File: src/rtl/muldiv_pkg.sv
// Shared types for the iterative RV32M multiply/divide unit.
package muldiv_pkg;

    localparam int unsigned MD_WIDTH = 32;
    localparam int unsigned CNT_W    = $clog2(MD_WIDTH);

    typedef enum logic [2:0] {
        OP_MUL    = 3'b000,
        OP_MULH   = 3'b001,
        OP_MULHSU = 3'b010,
        OP_MULHU  = 3'b011,
        OP_DIV    = 3'b100,
        OP_DIVU   = 3'b101,
        OP_REM    = 3'b110,
        OP_REMU   = 3'b111
    } muldiv_op_e;

    typedef enum logic [2:0] {
        IDLE,
        PREP,
        CALC,
        FIX,
        DONE
    } muldiv_state_e;

endpackage

File: src/rtl/muldiv_step.sv
// One iteration of the datapath: a shift-add multiply step or a restoring divide step.
module muldiv_step #(
    parameter int unsigned DATA_WIDTH = 32
) (
    input  logic                      is_div,
    input  logic [2*DATA_WIDTH-1:0]   acc_i,
    input  logic [DATA_WIDTH-1:0]     opnd,
    output logic [2*DATA_WIDTH-1:0]   acc_o
);

    logic [DATA_WIDTH:0]   sum;
    logic [DATA_WIDTH:0]   shifted;
    logic [DATA_WIDTH-1:0] diff;

    // Multiply: acc = {partial product, remaining multiplier bits}.
    // Divide:   acc = {partial remainder, remaining dividend / quotient bits}.
    always_comb begin
        sum     = {1'b0, acc_i[2*DATA_WIDTH-1:DATA_WIDTH]} + {1'b0, opnd};
        shifted = acc_i[2*DATA_WIDTH-1:DATA_WIDTH-1];
        diff    = shifted[DATA_WIDTH-1:0] - opnd;
        acc_o   = acc_i;
        if (is_div) begin
            if (shifted >= {1'b0, opnd})
                acc_o = {diff, acc_i[DATA_WIDTH-2:0], 1'b1};
            else
                acc_o = {shifted[DATA_WIDTH-1:0], acc_i[DATA_WIDTH-2:0], 1'b0};
        end else if (acc_i[0]) begin
            acc_o = {sum, acc_i[DATA_WIDTH-1:1]};
        end else begin
            acc_o = {1'b0, acc_i[2*DATA_WIDTH-1:1]};
        end
    end

endmodule

File: src/rtl/muldiv_unit.sv
// Multi-cycle RV32M multiply/divide unit with valid/ready handshake on both sides.
module muldiv_unit
    import muldiv_pkg::*;
#(
    parameter int unsigned DATA_WIDTH    = MD_WIDTH,
    parameter int unsigned OPCODE_LENGTH = 3
) (
    input  logic                     clk,
    input  logic                     rst_n,
    input  logic                     flush,
    input  logic                     in_valid,
    output logic                     in_ready,
    input  logic [OPCODE_LENGTH-1:0] Operation,
    input  logic [DATA_WIDTH-1:0]    SrcA,
    input  logic [DATA_WIDTH-1:0]    SrcB,
    output logic                     out_valid,
    input  logic                     out_ready,
    output logic [DATA_WIDTH-1:0]    MulDivResult,
    output logic                     busy
);

    localparam int unsigned CW = $clog2(DATA_WIDTH);

    muldiv_state_e             state, state_nx;
    muldiv_op_e                op_q;
    logic [DATA_WIDTH-1:0]     a_q, b_q;
    logic [2*DATA_WIDTH-1:0]   acc, acc_step;
    logic                      neg;
    logic [CW-1:0]             cnt;

    logic                      is_div, is_rem, a_sgn, b_sgn, a_neg, b_neg;
    logic [DATA_WIDTH-1:0]     a_abs, b_abs;
    logic                      special;
    logic [DATA_WIDTH-1:0]     special_val;
    logic [2*DATA_WIDTH-1:0]   prod;
    logic [DATA_WIDTH-1:0]     fix_res;

    always_comb begin
        is_div = 1'b0;
        is_rem = 1'b0;
        a_sgn  = 1'b0;
        b_sgn  = 1'b0;
        unique case (op_q)
            OP_MULH:   begin a_sgn = 1'b1; b_sgn = 1'b1; end
            OP_MULHSU: a_sgn = 1'b1;
            OP_DIV:    begin is_div = 1'b1; a_sgn = 1'b1; b_sgn = 1'b1; end
            OP_DIVU:   is_div = 1'b1;
            OP_REM:    begin is_div = 1'b1; is_rem = 1'b1; a_sgn = 1'b1; b_sgn = 1'b1; end
            OP_REMU:   begin is_div = 1'b1; is_rem = 1'b1; end
            default:   ;
        endcase
        a_neg = a_sgn & a_q[DATA_WIDTH-1];
        b_neg = b_sgn & b_q[DATA_WIDTH-1];
        a_abs = a_neg ? -a_q : a_q;
        b_abs = b_neg ? -b_q : b_q;

        special     = 1'b0;
        special_val = '0;
        if (is_div && b_q == '0) begin
            special     = 1'b1;
            special_val = is_rem ? a_q : '1;
        end else if (is_div && a_sgn && a_q == {1'b1, {(DATA_WIDTH-1){1'b0}}} && b_q == '1) begin
            special     = 1'b1;
            special_val = is_rem ? '0 : a_q;
        end

        prod    = neg ? -acc : acc;
        fix_res = '0;
        unique case (op_q)
            OP_MUL:                      fix_res = prod[DATA_WIDTH-1:0];
            OP_MULH, OP_MULHSU, OP_MULHU: fix_res = prod[2*DATA_WIDTH-1:DATA_WIDTH];
            OP_DIV, OP_DIVU:             fix_res = neg ? -acc[DATA_WIDTH-1:0] : acc[DATA_WIDTH-1:0];
            OP_REM, OP_REMU:             fix_res = neg ? -acc[2*DATA_WIDTH-1:DATA_WIDTH]
                                                       : acc[2*DATA_WIDTH-1:DATA_WIDTH];
            default:                     ;
        endcase
    end

    muldiv_step #(.DATA_WIDTH(DATA_WIDTH)) u_step (
        .is_div (is_div),
        .acc_i  (acc),
        .opnd   (b_q),
        .acc_o  (acc_step)
    );

    always_ff @(posedge clk or negedge rst_n) begin
        if (!rst_n) state <= IDLE;
        else        state <= state_nx;
    end

    // Special divide results pass through FIX with a zero sign flag so the
    // result register has a single write point; this gives the 2-cycle latency.
    always_comb begin
        state_nx  = state;
        in_ready  = 1'b0;
        out_valid = 1'b0;
        busy      = 1'b1;
        unique case (state)
            IDLE: begin
                in_ready = 1'b1;
                busy     = 1'b0;
                if (in_valid) state_nx = PREP;
            end
            PREP:    state_nx = special ? FIX : CALC;
            CALC:    if (cnt == CW'(DATA_WIDTH-1)) state_nx = FIX;
            FIX:     state_nx = DONE;
            DONE: begin
                out_valid = 1'b1;
                if (out_ready) state_nx = IDLE;
            end
            default: state_nx = IDLE;
        endcase
        if (flush) state_nx = IDLE;
    end

    always_ff @(posedge clk or negedge rst_n) begin
        if (!rst_n) begin
            op_q         <= OP_MUL;
            a_q          <= '0;
            b_q          <= '0;
            acc          <= '0;
            neg          <= 1'b0;
            cnt          <= '0;
            MulDivResult <= '0;
        end else begin
            unique case (state)
                IDLE: if (in_valid && !flush) begin
                    op_q <= muldiv_op_e'(Operation[2:0]);
                    a_q  <= SrcA;
                    b_q  <= SrcB;
                end
                PREP: begin
                    cnt <= '0;
                    if (special) begin
                        acc <= {special_val, special_val};
                        neg <= 1'b0;
                    end else if (is_div) begin
                        acc <= {{DATA_WIDTH{1'b0}}, a_abs};
                        b_q <= b_abs;
                        neg <= is_rem ? a_neg : (a_neg ^ b_neg);
                    end else begin
                        acc <= {{DATA_WIDTH{1'b0}}, b_abs};
                        b_q <= a_abs;
                        neg <= a_neg ^ b_neg;
                    end
                end
                CALC: begin
                    acc <= acc_step;
                    cnt <= cnt + CW'(1);
                end
                FIX:     MulDivResult <= fix_res;
                default: ;
            endcase
        end
    end

endmodule
File: config.mk
export PLATFORM = sky130hd
export DESIGN_NAME = muldiv_unit
export DESIGN_NICKNAME = d
export VERILOG_FILES = /design/src/rtl/muldiv_pkg.sv /design/src/rtl/muldiv_step.sv /design/src/rtl/muldiv_unit.sv
export SDC_FILE = /design/constraint.sdc
export NUM_CORES = 1
export LEC_CHECK = 0
export BUFFER_PORTS_ARGS = -buffer_cell sky130_fd_sc_hd__buf_2
export CAP_MARGIN = 20
export CORE_UTILIZATION = 35
export CTS_BUF_LIST = sky130_fd_sc_hd__clkbuf_4 sky130_fd_sc_hd__clkbuf_8
export CTS_CLUSTER_SIZE = 12
export DETAILED_ROUTE_END_ITERATION = 8
export PLACE_DENSITY = 0.52
export SYNTH_ARGS = -nofsm -noshare
export SYNTH_HDL_FRONTEND = slang
export SYNTH_SLANG_ARGS = --single-unit
File: constraint.sdc
create_clock -name clk -period 5.55 [get_ports clk]
set_input_delay 1.11 -clock clk [delete_from_list [all_inputs] [get_ports clk]]
set_output_delay 1.11 -clock clk [all_outputs]
set_load 0.01 [all_outputs]
==> After elaboration in Yosys (flattened, before gate mapping) <==
Cells that the tools add are included.
W data, S select, Z words.
{ "classes": {"addsub": 8, "n_lt_le_gt_ge": 1, "n_eq_ne": 19, "muxes": 39, "bitwise": 3, "n_reduce_logical": 20} }
{ "ops": {"columns": ["cell", "n"], "rows": [
  ["$mux W32", 12],
  ["$mux W64", 5],
  ["$neg A32 Y32", 4],
  ["$pmux W32 S4", 1],
  ["$pmux W64 S2", 1],
  ["$eq A32 B32 Y1 const B", 2],
  ["$neg A64 Y64", 1],
  ["$pmux W32 S2", 1],
  ["$add A32 B32 Y33", 1],
  ["$ge A33 B32 Y1", 1],
  ["$logic_not A32 Y1", 1],
  ["$sub A32 B32 Y32", 1],
  ["$eq A3 B3 Y1 const B", 5],
  ["$pmux W3 S5", 1],
  ["$mux W1", 13],
  ["$eq A3 B2 Y1 const B", 4],
  ["$mux W3", 4],
  ["$pmux W5 S2", 1],
  ["$ne A3 B3 Y1 const B", 3],
  ["$reduce_or A4 Y1", 2],
  ["$eq A3 B1 Y1 const B", 2],
  ["$logic_not A3 Y1", 2],
  ["$reduce_and A3 Y1", 2],
  ["$reduce_or A3 Y1", 2],
  ["other kinds (10)", 18]
]} }
{ "word_totals": {"ff_bits": 172, "out_inout_bits": 35} }

==> Logic depth before layout (Yosys ltp) <==
Gate-level depths: netlist (run 1).
{ "depth": {"word_depth": 11, "depth_mapped": 14, "depth_no_buf": 13} }

==> Modules after synthesis <==
From an unflattened synthesis (run 1), not the netlist that was laid out.
{ "unflattened": {"hier_cells": 2252, "area_unflattened_um2": 17545.6} }
{ "modules_own_cells": {"columns": ["mod", "n_inst", "cells_each", "area_per_inst_um2", "seq_area_each_um2"], "rows": [
  ["muldiv_unit", 1, 1539, 12642.1, 4304.1],
  ["muldiv_step", 1, 713, 4903.5, 0.0]
]} }

==> Worst setup path before layout (run 1) <==
OpenSTA, ideal clock, no wires.
{ "synth_timing": {"path_kind": "register -> register", "from": "reg acc[31]", "to": "reg acc[60]", "setup_ns": 0.124, "t_arrival_ns": 3.134, "required_ns": 5.426, "path_slack_ns": 2.292, "path_stages_with_launch": 14, "path_buffers": 0, "period_less_slack_ns": 3.258, "cell_sequence": "dfrtp_1 inv_1 ha_1 inv_1 fa_1 a21o_1 a221oi_1 a21oi_1 a21oi_1 o21ai_1 a2111oi_1 xnor2_1 a211oi_1 a211o_1"} }
{ "synth_via": {"elab_chain_len": 4, "word_cells_on_any_way": 5} }
{ "synth_lines": {"columns": ["item", "line_no", "text"], "rows": [
  ["start: declaration", "muldiv_unit.sv:27", "logic [2*DATA_WIDTH-1:0] acc, acc_step;"],
  ["start signal: assignment", "muldiv_unit.sv:135", "acc <= {special_val, special_val};"],
  ["start signal: assignment", "muldiv_unit.sv:138", "acc <= {{DATA_WIDTH{1'b0}}, a_abs};"],
  ["start signal: assignment", "muldiv_unit.sv:142", "acc <= {{DATA_WIDTH{1'b0}}, b_abs};"],
  ["$sub A32 B32 Y32 or $ge A33 B32 Y1 (tied branches)", "muldiv_step.sv:20, muldiv_step.sv:23", null],
  ["$mux W64 (*)", "muldiv_step.sv:23", "if (shifted >= {1'b0, opnd})"],
  ["$mux W64 (*)", "muldiv_step.sv:22", "if (is_div) begin"],
  ["$pmux W64 S2 (*)", "muldiv_unit.sv:126", "unique case (state)"]
]} }
Every way passes the cells marked *; elsewhere a longest branch is shown, timed or not.
A chain may end at the register's enable or synchronous reset.

==> Worst setup path in the final report (run 1) <==
Ends and elaborated chain as after synthesis.

==> reports/metrics.cfg, run 1 <==
[run_status]
run_status=finished, violations left
violated_checks=design-rule violations

[die]
die_y_um=219.5
initial_core_util_pct=35.49
die-area_um2=48180
std_cell_rows=79
pin_count=107
design.core.area_um2=46650
die_w_um=219.5

[yosys]
synth.lib_cells_used.distinct=86
synth-compound-area-share_pct=28.66
synth_fp_nets=2282
synth-simple-area-share_pct=19.02
synthMuxAreaShare_pct=6.582
synth-seq-cells=172
ys_seq_area_share_pct=26.00
synthXorXnorAreaFrac_pct=8.940
cell_area_after_technology_mapping_um2=16560
syn-instance-count=2137
synthesis.area_per_instance_um2=7.748
synth_top_family_by_area=compound AO/OA/AOI/OAI gates
synth_edf_count=0
dominantRegCellSynth=sky130_fd_sc_hd__dfrtp_1
synthAdderAreaFrac_pct=5.607
async_flop_share_pct=100.0
yosysWarningCount=0

[clock_network]
cts-hold-fix-buffers=0
cts_sinks=172
clk_path_buf_depth=2
post-cts-setup-buffers=0
htree_levels=4
clkSlewWorstSetupHoldPaths_ns=0.10
clockRootBuffer=sky130_fd_sc_hd__clkbuf_8
tritoncts=yes
clk-insertion-delay-late_ns=0.55
num_cts_buffers=17
cts-resized-gates=0

[sta]
maxSlewHeadroom_pct=37.46
max_freq_mhz=231.2
setup_ws_post_layout_ns=1.224
rsz0062_at_grt=no
final_period_minus_worst_setup_slack_ns=4.326
finalCritPeriodShare_pct=77.94
finalHoldViolCount=0
timing_max_transition_violations_final=0
finalSetupViolCount=0
slew_at_the_pin_closest_to_its_max_slew_limit_ns=0.9381
skew_ns=0.02632
finalSetupTns_ns=0

[detailed_routing]
routed_wirelength_um=76410
detailedRoute.firstPassIterationCount=8
antenna_left=0
post-route-drc-count=8
first_drt_iteration_drcs=2024
dr_total_vias=17680
routedWlPerCell_um=27.63
drt-vias-per-instance=6.395

[worst_hold_path]
worst_hold_path.num_cells=2
holdCritPathClass=flop to flop
min_from=MulDivResult[0]$_DFFE_PN0N_
whs_endpoint=MulDivResult[0]$_DFFE_PN0N_

[finish]
drive_gt1_share_pct=12.88
num_antenna_cells=0
design.final.nets=2290
syn_to_final_growth_pct=8.864
fin_util_pct=38.63

[worst_setup_path]
cp.required_ns=5.99
critical_path_start_type=flop
reg_to_reg_start=acc[31]$_DFFE_PN0N_
setup.reg_to_reg.worst_slack_ns=1.22
crit_path_end_kind=flop
worst-endpoint-arrival_ns=4.76
crit_path_max_fanout=5
rr_worst_depth=13
timing_worst_setup_path_type=flop to flop
crit-reg2reg-capture=acc[60]$_DFFE_PN0N_

[global_route]
grt_start_max_net_pins=117
grt_antenna_before_repair=0
globalRouteTotalUtil_pct=32.05
globalRouteOverflowTotal=0
grt_pass1_vias=16720
first_pass_grt_wire_length_um=112700

[placement]
finalWeightedCongestion=1.022
place_hpwl_um=59120
port-buffer-count=106
pre_cts_ws_ns=1.354

[power_and_ir_drop]
ir_worst_vdd_uv=310.3
static-leakage-power_nw=7.557
power.density_nw_per_um2=707.4

[run]
maxCapViolations=0

## flip-flops by register name, summed over array words and instances (netlist names)
signal	cells
neg	1
a_q	32
op_q	3
state	3
cnt	5
acc	64
b_q	32
MulDivResult	32
## cells in the mapped netlist (14+ instances only)
library cell,number,area (um^2)
sky130_fd_sc_hd__a211oi_1,51,382.9
sky130_fd_sc_hd__a21o_1,42,315.3
sky130_fd_sc_hd__a21oi_1,220,1101
sky130_fd_sc_hd__a221oi_1,18,157.7
sky130_fd_sc_hd__a31oi_1,42,262.8
sky130_fd_sc_hd__buf_1,21,78.83
sky130_fd_sc_hd__clkbuf_1,125,469.2
sky130_fd_sc_hd__dfrtp_1,172,4304
sky130_fd_sc_hd__ha_1,71,888.4
sky130_fd_sc_hd__inv_1,63,236.5
sky130_fd_sc_hd__mux2_2,54,608.1
sky130_fd_sc_hd__mux2i_1,47,470.5
sky130_fd_sc_hd__nand2_1,191,716.9
sky130_fd_sc_hd__nand3_1,44,220.2
sky130_fd_sc_hd__nand4_1,26,162.7
sky130_fd_sc_hd__nor2_1,207,777.0
sky130_fd_sc_hd__nor3_1,34,170.2
sky130_fd_sc_hd__nor4_1,15,93.84
sky130_fd_sc_hd__o211ai_1,48,360.4
sky130_fd_sc_hd__o21ai_0,160,800.8
sky130_fd_sc_hd__o21bai_1,17,127.6
sky130_fd_sc_hd__o22ai_1,22,137.6
sky130_fd_sc_hd__o31ai_1,28,210.2
sky130_fd_sc_hd__o41ai_1,14,122.6
sky130_fd_sc_hd__or3_1,24,150.1
sky130_fd_sc_hd__or4_1,17,127.6
sky130_fd_sc_hd__xnor2_1,100,875.8
sky130_fd_sc_hd__xor2_1,69,604.3
## layer usage
metal / vias up / track usage (%) / wire [um]
met5: - / 0 / 0
met4: 0 / 16.71 / 4325
met3: 182 / 5.549 / 6385
met2: 976 / 48.96 / 33520
met1: 8662 / 43.09 / 32180
li1: 7861 / - / -
## how the worst max path moves through the flow
stage | from | end | slack, ns | cells past startpoint
after CTS | acc[31]$_DFFE_PN0N_ | acc[60]$_DFFE_PN0N_ | 1.32 | 13
after floorplan | acc[31]$_DFFE_PN0N_ | acc[60]$_DFFE_PN0N_ | 2.29 | 13
after global routing | acc[31]$_DFFE_PN0N_ | acc[60]$_DFFE_PN0N_ | 1.07 | 13
final | acc[31]$_DFFE_PN0N_ | acc[60]$_DFFE_PN0N_ | 1.22 | 13
after detailed placement | acc[31]$_DFFE_PN0N_ | acc[60]$_DFFE_PN0N_ | 1.35 | 13
after global placement | acc[31]$_DFFE_PN0N_ | acc[60]$_DFFE_PN0N_ | 1.40 | 13
## final cells by class
cell class                 count  area [um^2]
fill                        5003        28630
multi-input combinational   1742        11450
sequential                   172         4310
timing repair buffer         147        872.1
tap                          607        759.5
clock buffer                  21        276.5
inverter                      65        244.0
clock inverter                11        110.1
## report_power, final
| group | internal [W] | switching [W] |
|---|---|---|
| logic | 0.00324 | 0.00557 |
| clock network | 0.000396 | 0.000557 |
| registers | 0.00175 | 0.00125 |
## critical path, stage by stage, from the launching register on
cell and delay [ns]:
sky130_fd_sc_hd__dfrtp_1 0.39, sky130_fd_sc_hd__inv_1 0.23, sky130_fd_sc_hd__ha_1 0.22, sky130_fd_sc_hd__inv_1 0.05
sky130_fd_sc_hd__fa_1 0.40, sky130_fd_sc_hd__a21o_1 0.19, sky130_fd_sc_hd__a221oi_1 0.49, sky130_fd_sc_hd__a21oi_1 0.26
sky130_fd_sc_hd__a21oi_1 0.35, sky130_fd_sc_hd__o21ai_1 0.18, sky130_fd_sc_hd__a2111oi_1 0.86, sky130_fd_sc_hd__xnor2_1 0.21
sky130_fd_sc_hd__a211oi_1 0.10, sky130_fd_sc_hd__a211o_1 0.28
## stage by stage
| step | power [W] | hold slack, ns | cells | instance area (um^2) |
|---|---|---|---|---|
| global route | 0.01348 | 0.5096 | 2765 | 18020 |
| detailed placement | 0.01149 | 0.4650 | 2733 | 17640 |
| finish | 0.01275 | 0.4807 | 2765 | 18020 |
| global placement | 0.01151 | 0.4608 | 2733 | 17640 |
| CTS | 0.01248 | 0.4909 | 2765 | 18020 |
| floorplan | 0.008339 | 0.4494 | 2137 | 16560 |
## placed cells by master, fill, tap and decap left out, types with 15 or more instances in the layout
cell type / instances
sky130_fd_sc_hd__xor2_1: 69
sky130_fd_sc_hd__nor4_1: 15
sky130_fd_sc_hd__o21bai_1: 17
sky130_fd_sc_hd__a21o_1: 42
sky130_fd_sc_hd__a21oi_1: 220
sky130_fd_sc_hd__o31ai_1: 28
sky130_fd_sc_hd__nand3_1: 44
sky130_fd_sc_hd__nand2_1: 190
sky130_fd_sc_hd__buf_4: 39
sky130_fd_sc_hd__inv_1: 63
sky130_fd_sc_hd__nand4_1: 26
sky130_fd_sc_hd__o211ai_1: 48
sky130_fd_sc_hd__or3_1: 24
sky130_fd_sc_hd__mux2i_1: 47
sky130_fd_sc_hd__xnor2_1: 100
sky130_fd_sc_hd__buf_2: 105
sky130_fd_sc_hd__a221oi_1: 18
sky130_fd_sc_hd__o21ai_0: 160
sky130_fd_sc_hd__ha_1: 71
sky130_fd_sc_hd__mux2_2: 54
sky130_fd_sc_hd__a211oi_1: 51
sky130_fd_sc_hd__clkbuf_8: 20
sky130_fd_sc_hd__dfrtp_1: 169
sky130_fd_sc_hd__nor2_1: 206
sky130_fd_sc_hd__o22ai_1: 22
sky130_fd_sc_hd__or4_1: 17
sky130_fd_sc_hd__a31oi_1: 41
sky130_fd_sc_hd__nor3_1: 34
## logic make-up after synthesis
kind of cell | after synthesis
buffers and inverters | 223
adders and majority gates | 73
AOI/OAI and AO/OA | 747
xor gates and xnor gates | 169
and+or+nand+nor | 651
DFF | 172
muxes | 102
No activity file was read; power rests on OpenSTA's default activity.
==> run 2: changes to the inputs <==
PLACE_DENSITY = 0.54   (was 0.52)
clock period = 3.5 ns   (was 5.55 ns; I/O delays follow)
==> run 2 against run 1 <==
Against the previous run:
- the flow still finishes with violations (design-rule violations)
- final cell count is 5.9% higher
- worst setup slack worse by 1.1 ns
- sequential power is 32% higher
- count of clock-buffer cells in the layout is 1 lower
- routed wire length is 2.7% higher
- total power is 68% higher
- first-iteration DRC count is 6.5% lower
- combinational power is 80% higher
- sequential cell count stayed put
- global-route usage is 0.92 points higher
- critical endpoint is now acc[7]$_DFFE_PN0N_
- die area stayed put
- non-clock buffer count is 164 higher
- highest routed layer unchanged
==> reports/metrics.cfg, run 2 (synthesis gave the netlist of run 1 again) <==
[finish]
design.final.nets=2454  ; +7.2%
drive_gt1_share_pct=19.95  ; +7.1 points
multi_input_comb_area_um2=11530  ; +0.65%
largest_register=acc
n_fill_cell=4893  ; -2.2%
final_cell_mix=sky130_fd_sc_hd__a21oi_1 (217), sky130_fd_sc_hd__nor2_1 (206), sky130_fd_sc_hd__buf_4 (197)
syn_to_final_growth_pct=17.47
layout.area.seq_um2=4318  ; +0.17%
layout_commonest_cell=sky130_fd_sc_hd__a21oi_1
largest_register_ffs=64  ; unchanged
layoutNonFillerInstCount=2929  ; +5.9%

[die]
pin_count=107  ; unchanged
die-area_um2=48180  ; unchanged
die_y_um=219.5  ; unchanged
initial_core_util_pct=35.49  ; unchanged
std_cell_rows=79  ; unchanged
design.core.area_um2=46650  ; unchanged
die_w_um=219.5  ; unchanged

[sta]
rsz0062_at_grt=no
finalSetupTns_ns=0  ; unchanged
max_freq_mhz=297.8  ; +29%
final_period_minus_worst_setup_slack_ns=3.358  ; -0.9673 ns
skew_ns=0.02753  ; +0.001205 ns
finalHoldViolCount=0  ; unchanged
slew_at_the_pin_closest_to_its_max_slew_limit_ns=1.082  ; +0.1438 ns
maxSlewHeadroom_pct=27.11  ; -10 points
timing_max_transition_violations_final=0  ; unchanged
finalSetupViolCount=0  ; unchanged
worst_hold_margin_ns=0.05468  ; -0.4260 ns
finalCritPeriodShare_pct=95.95  ; +18 points

[clock_network]
num_cts_buffers=17  ; unchanged
tritoncts=yes
cts_sinks=172  ; unchanged
clk-insertion-delay-late_ns=0.60  ; +0.05 ns
clockRootBuffer=sky130_fd_sc_hd__clkbuf_8
htree_levels=4  ; unchanged
clk_path_buf_depth=2  ; unchanged
clkSlewWorstSetupHoldPaths_ns=0.12  ; +0.02 ns

[placement]
place_hpwl_um=62650  ; +6.0%
port-buffer-count=106  ; unchanged
finalWeightedCongestion=1.010  ; -1.1%
numPlacedInstances=2894  ; +5.9%

[global_route]
grt_antenna_before_repair=0  ; unchanged
grt_start_max_net_pins=87  ; -26%
globalRouteTotalUtil_pct=32.97  ; +0.92 points
globalRouteOverflowTotal=0  ; unchanged
grt_pass1_vias=17100  ; +2.3%
first_pass_grt_wire_length_um=114900  ; +1.9%

[worst_setup_path]
worstPathCellList=inv_1 -> ha_1 -> or3b_2 -> nor4_1 -> nand4_1 -> or3_1 -> o31ai_4 -> buf_12 -> a21oi_1 -> a221oi_1 -> a21o_1
number_of_buffers_and_inverters_on_the_critical_path=2  ; unchanged
slowest_stage=sky130_fd_sc_hd__or3_1
timing_worst_setup_path_type=flop to flop
crit_path_end_kind=flop
crit_path_max_fanout=38  ; +33
cp.required_ns=4.03  ; -1.96 ns
critPathTopFamily=simple AND/OR/NAND/NOR gates
biggest_cell_delay_along_the_critical_path_ns=0.48  ; -0.38 ns
critical_path_start_type=flop
worst-endpoint-arrival_ns=3.89  ; -0.87 ns

[detailed_routing]
routed_wirelength_um=78480  ; +2.7%
detailedRoute.firstPassIterationCount=8  ; unchanged
post-route-drc-count=4  ; -4
antenna_left=0  ; unchanged
routedWlPerCell_um=26.79  ; -3.0%
dr_total_vias=17930  ; +1.4%
drt-vias-per-instance=6.120  ; -4.3%
first_drt_iteration_drcs=1893  ; -6.5%

[power_and_ir_drop]
sw_frac_of_total_pct=54.58  ; -3.2 points
power.density_nw_per_um2=1101  ; +56%
clock_power_share_pct=7.7  ; +0.2 points
static-leakage-power_nw=8.394  ; +11%
share_comb_of_total_power_pct=73.9  ; +4.8 points
p_seq_share_pct=18.4  ; -5.1 points
net-switching-power_w=0.01169  ; +59%
internal_dissipation_w=0.009730  ; +81%
ir_worst_vdd_uv=409.2  ; +32%

[run_status]
violated_checks=design-rule violations
run_status=finished, violations left

[worst_hold_path]
holdCritPathClass=primary input to asynchronous set/reset pin

[run]
maxCapViolations=0  ; unchanged

[run 2: area by class of cell]
| type | count | area share (%) |
|---|---|---|
| multi-input combinational | 1742 | 59.26 |
| sequential | 172 | 22.20 |
| timing repair buffer | 311 | 11.20 |
| tap | 607 | 3.905 |
| clock buffer | 20 | 1.351 |
| inverter | 65 | 1.254 |
| clock inverter | 11 | 0.8170 |
| antenna | 1 | 0.01287 |
[run 2: final timing paths]
kind	startpoint	end	slack, ns	depth (start not counted)
min	rst_n	acc[4]$_DFFE_PN0N_	0.05	1
min in group clk	flush	state[2]$_DFFE_PN0P_	0.27	2
max reg2reg	a_q[1]$_DFFE_PN0P_	acc[7]$_DFFE_PN0N_	0.14	11
max in group asynchronous	rst_n	MulDivResult[19]$_DFFE_PN0N_	2.55	2
min reg2reg	MulDivResult[19]$_DFFE_PN0N_	MulDivResult[19]$_DFFE_PN0N_	0.48	2
max	a_q[1]$_DFFE_PN0P_	acc[7]$_DFFE_PN0N_	0.14	11
[run 2: power groups by stage]
stage               combinational (W)  clock (W)  sequential (W)
finish                         0.0158    0.00165         0.00395
global route                   0.0169    0.00175         0.00404
global placement               0.0153          0         0.00392
CTS                            0.0153    0.00169         0.00391
floorplan                     0.00955          0         0.00367
detailed placement             0.0152          0         0.00396
[run 2: timing repair]
item | 4_1_cts | 5_1_grt
buffers inserted | 0 | 3
gates cloned | 0 | 0
hold buffers | 0 | 0
pin swaps | 0 | 3
resized for setup | 1 | 23
endpoints found under the setup margin | 1 | 31
[run 2: per-stage QoR]
step	worst slack [ns]	total power (W)	area [um^2]	utilization (%)
after floorplan	0.2420	0.01322	16560	-
after global placement	-0.03268	0.01922	18920	40.56
after detailed placement	-0.03649	0.01920	18920	40.56
after CTS	0.001825	0.02095	19350	41.47
after global routing	0.0002216	0.02270	19450	41.68
final	0.1416	0.02142	19450	41.69
[run 2: routing by layer]
| metal | part of all wire [%] | track usage [%] | vias up |
|---|---|---|---|
| met5 | 0 | 0 | - |
| li1 | - | - | 8198 |
| met1 | 43 | 44.41 | 8680 |
| met4 | 5.7 | 18.45 | 0 |
| met2 | 43 | 48.77 | 880 |
| met3 | 8.4 | 6.929 | 168 |
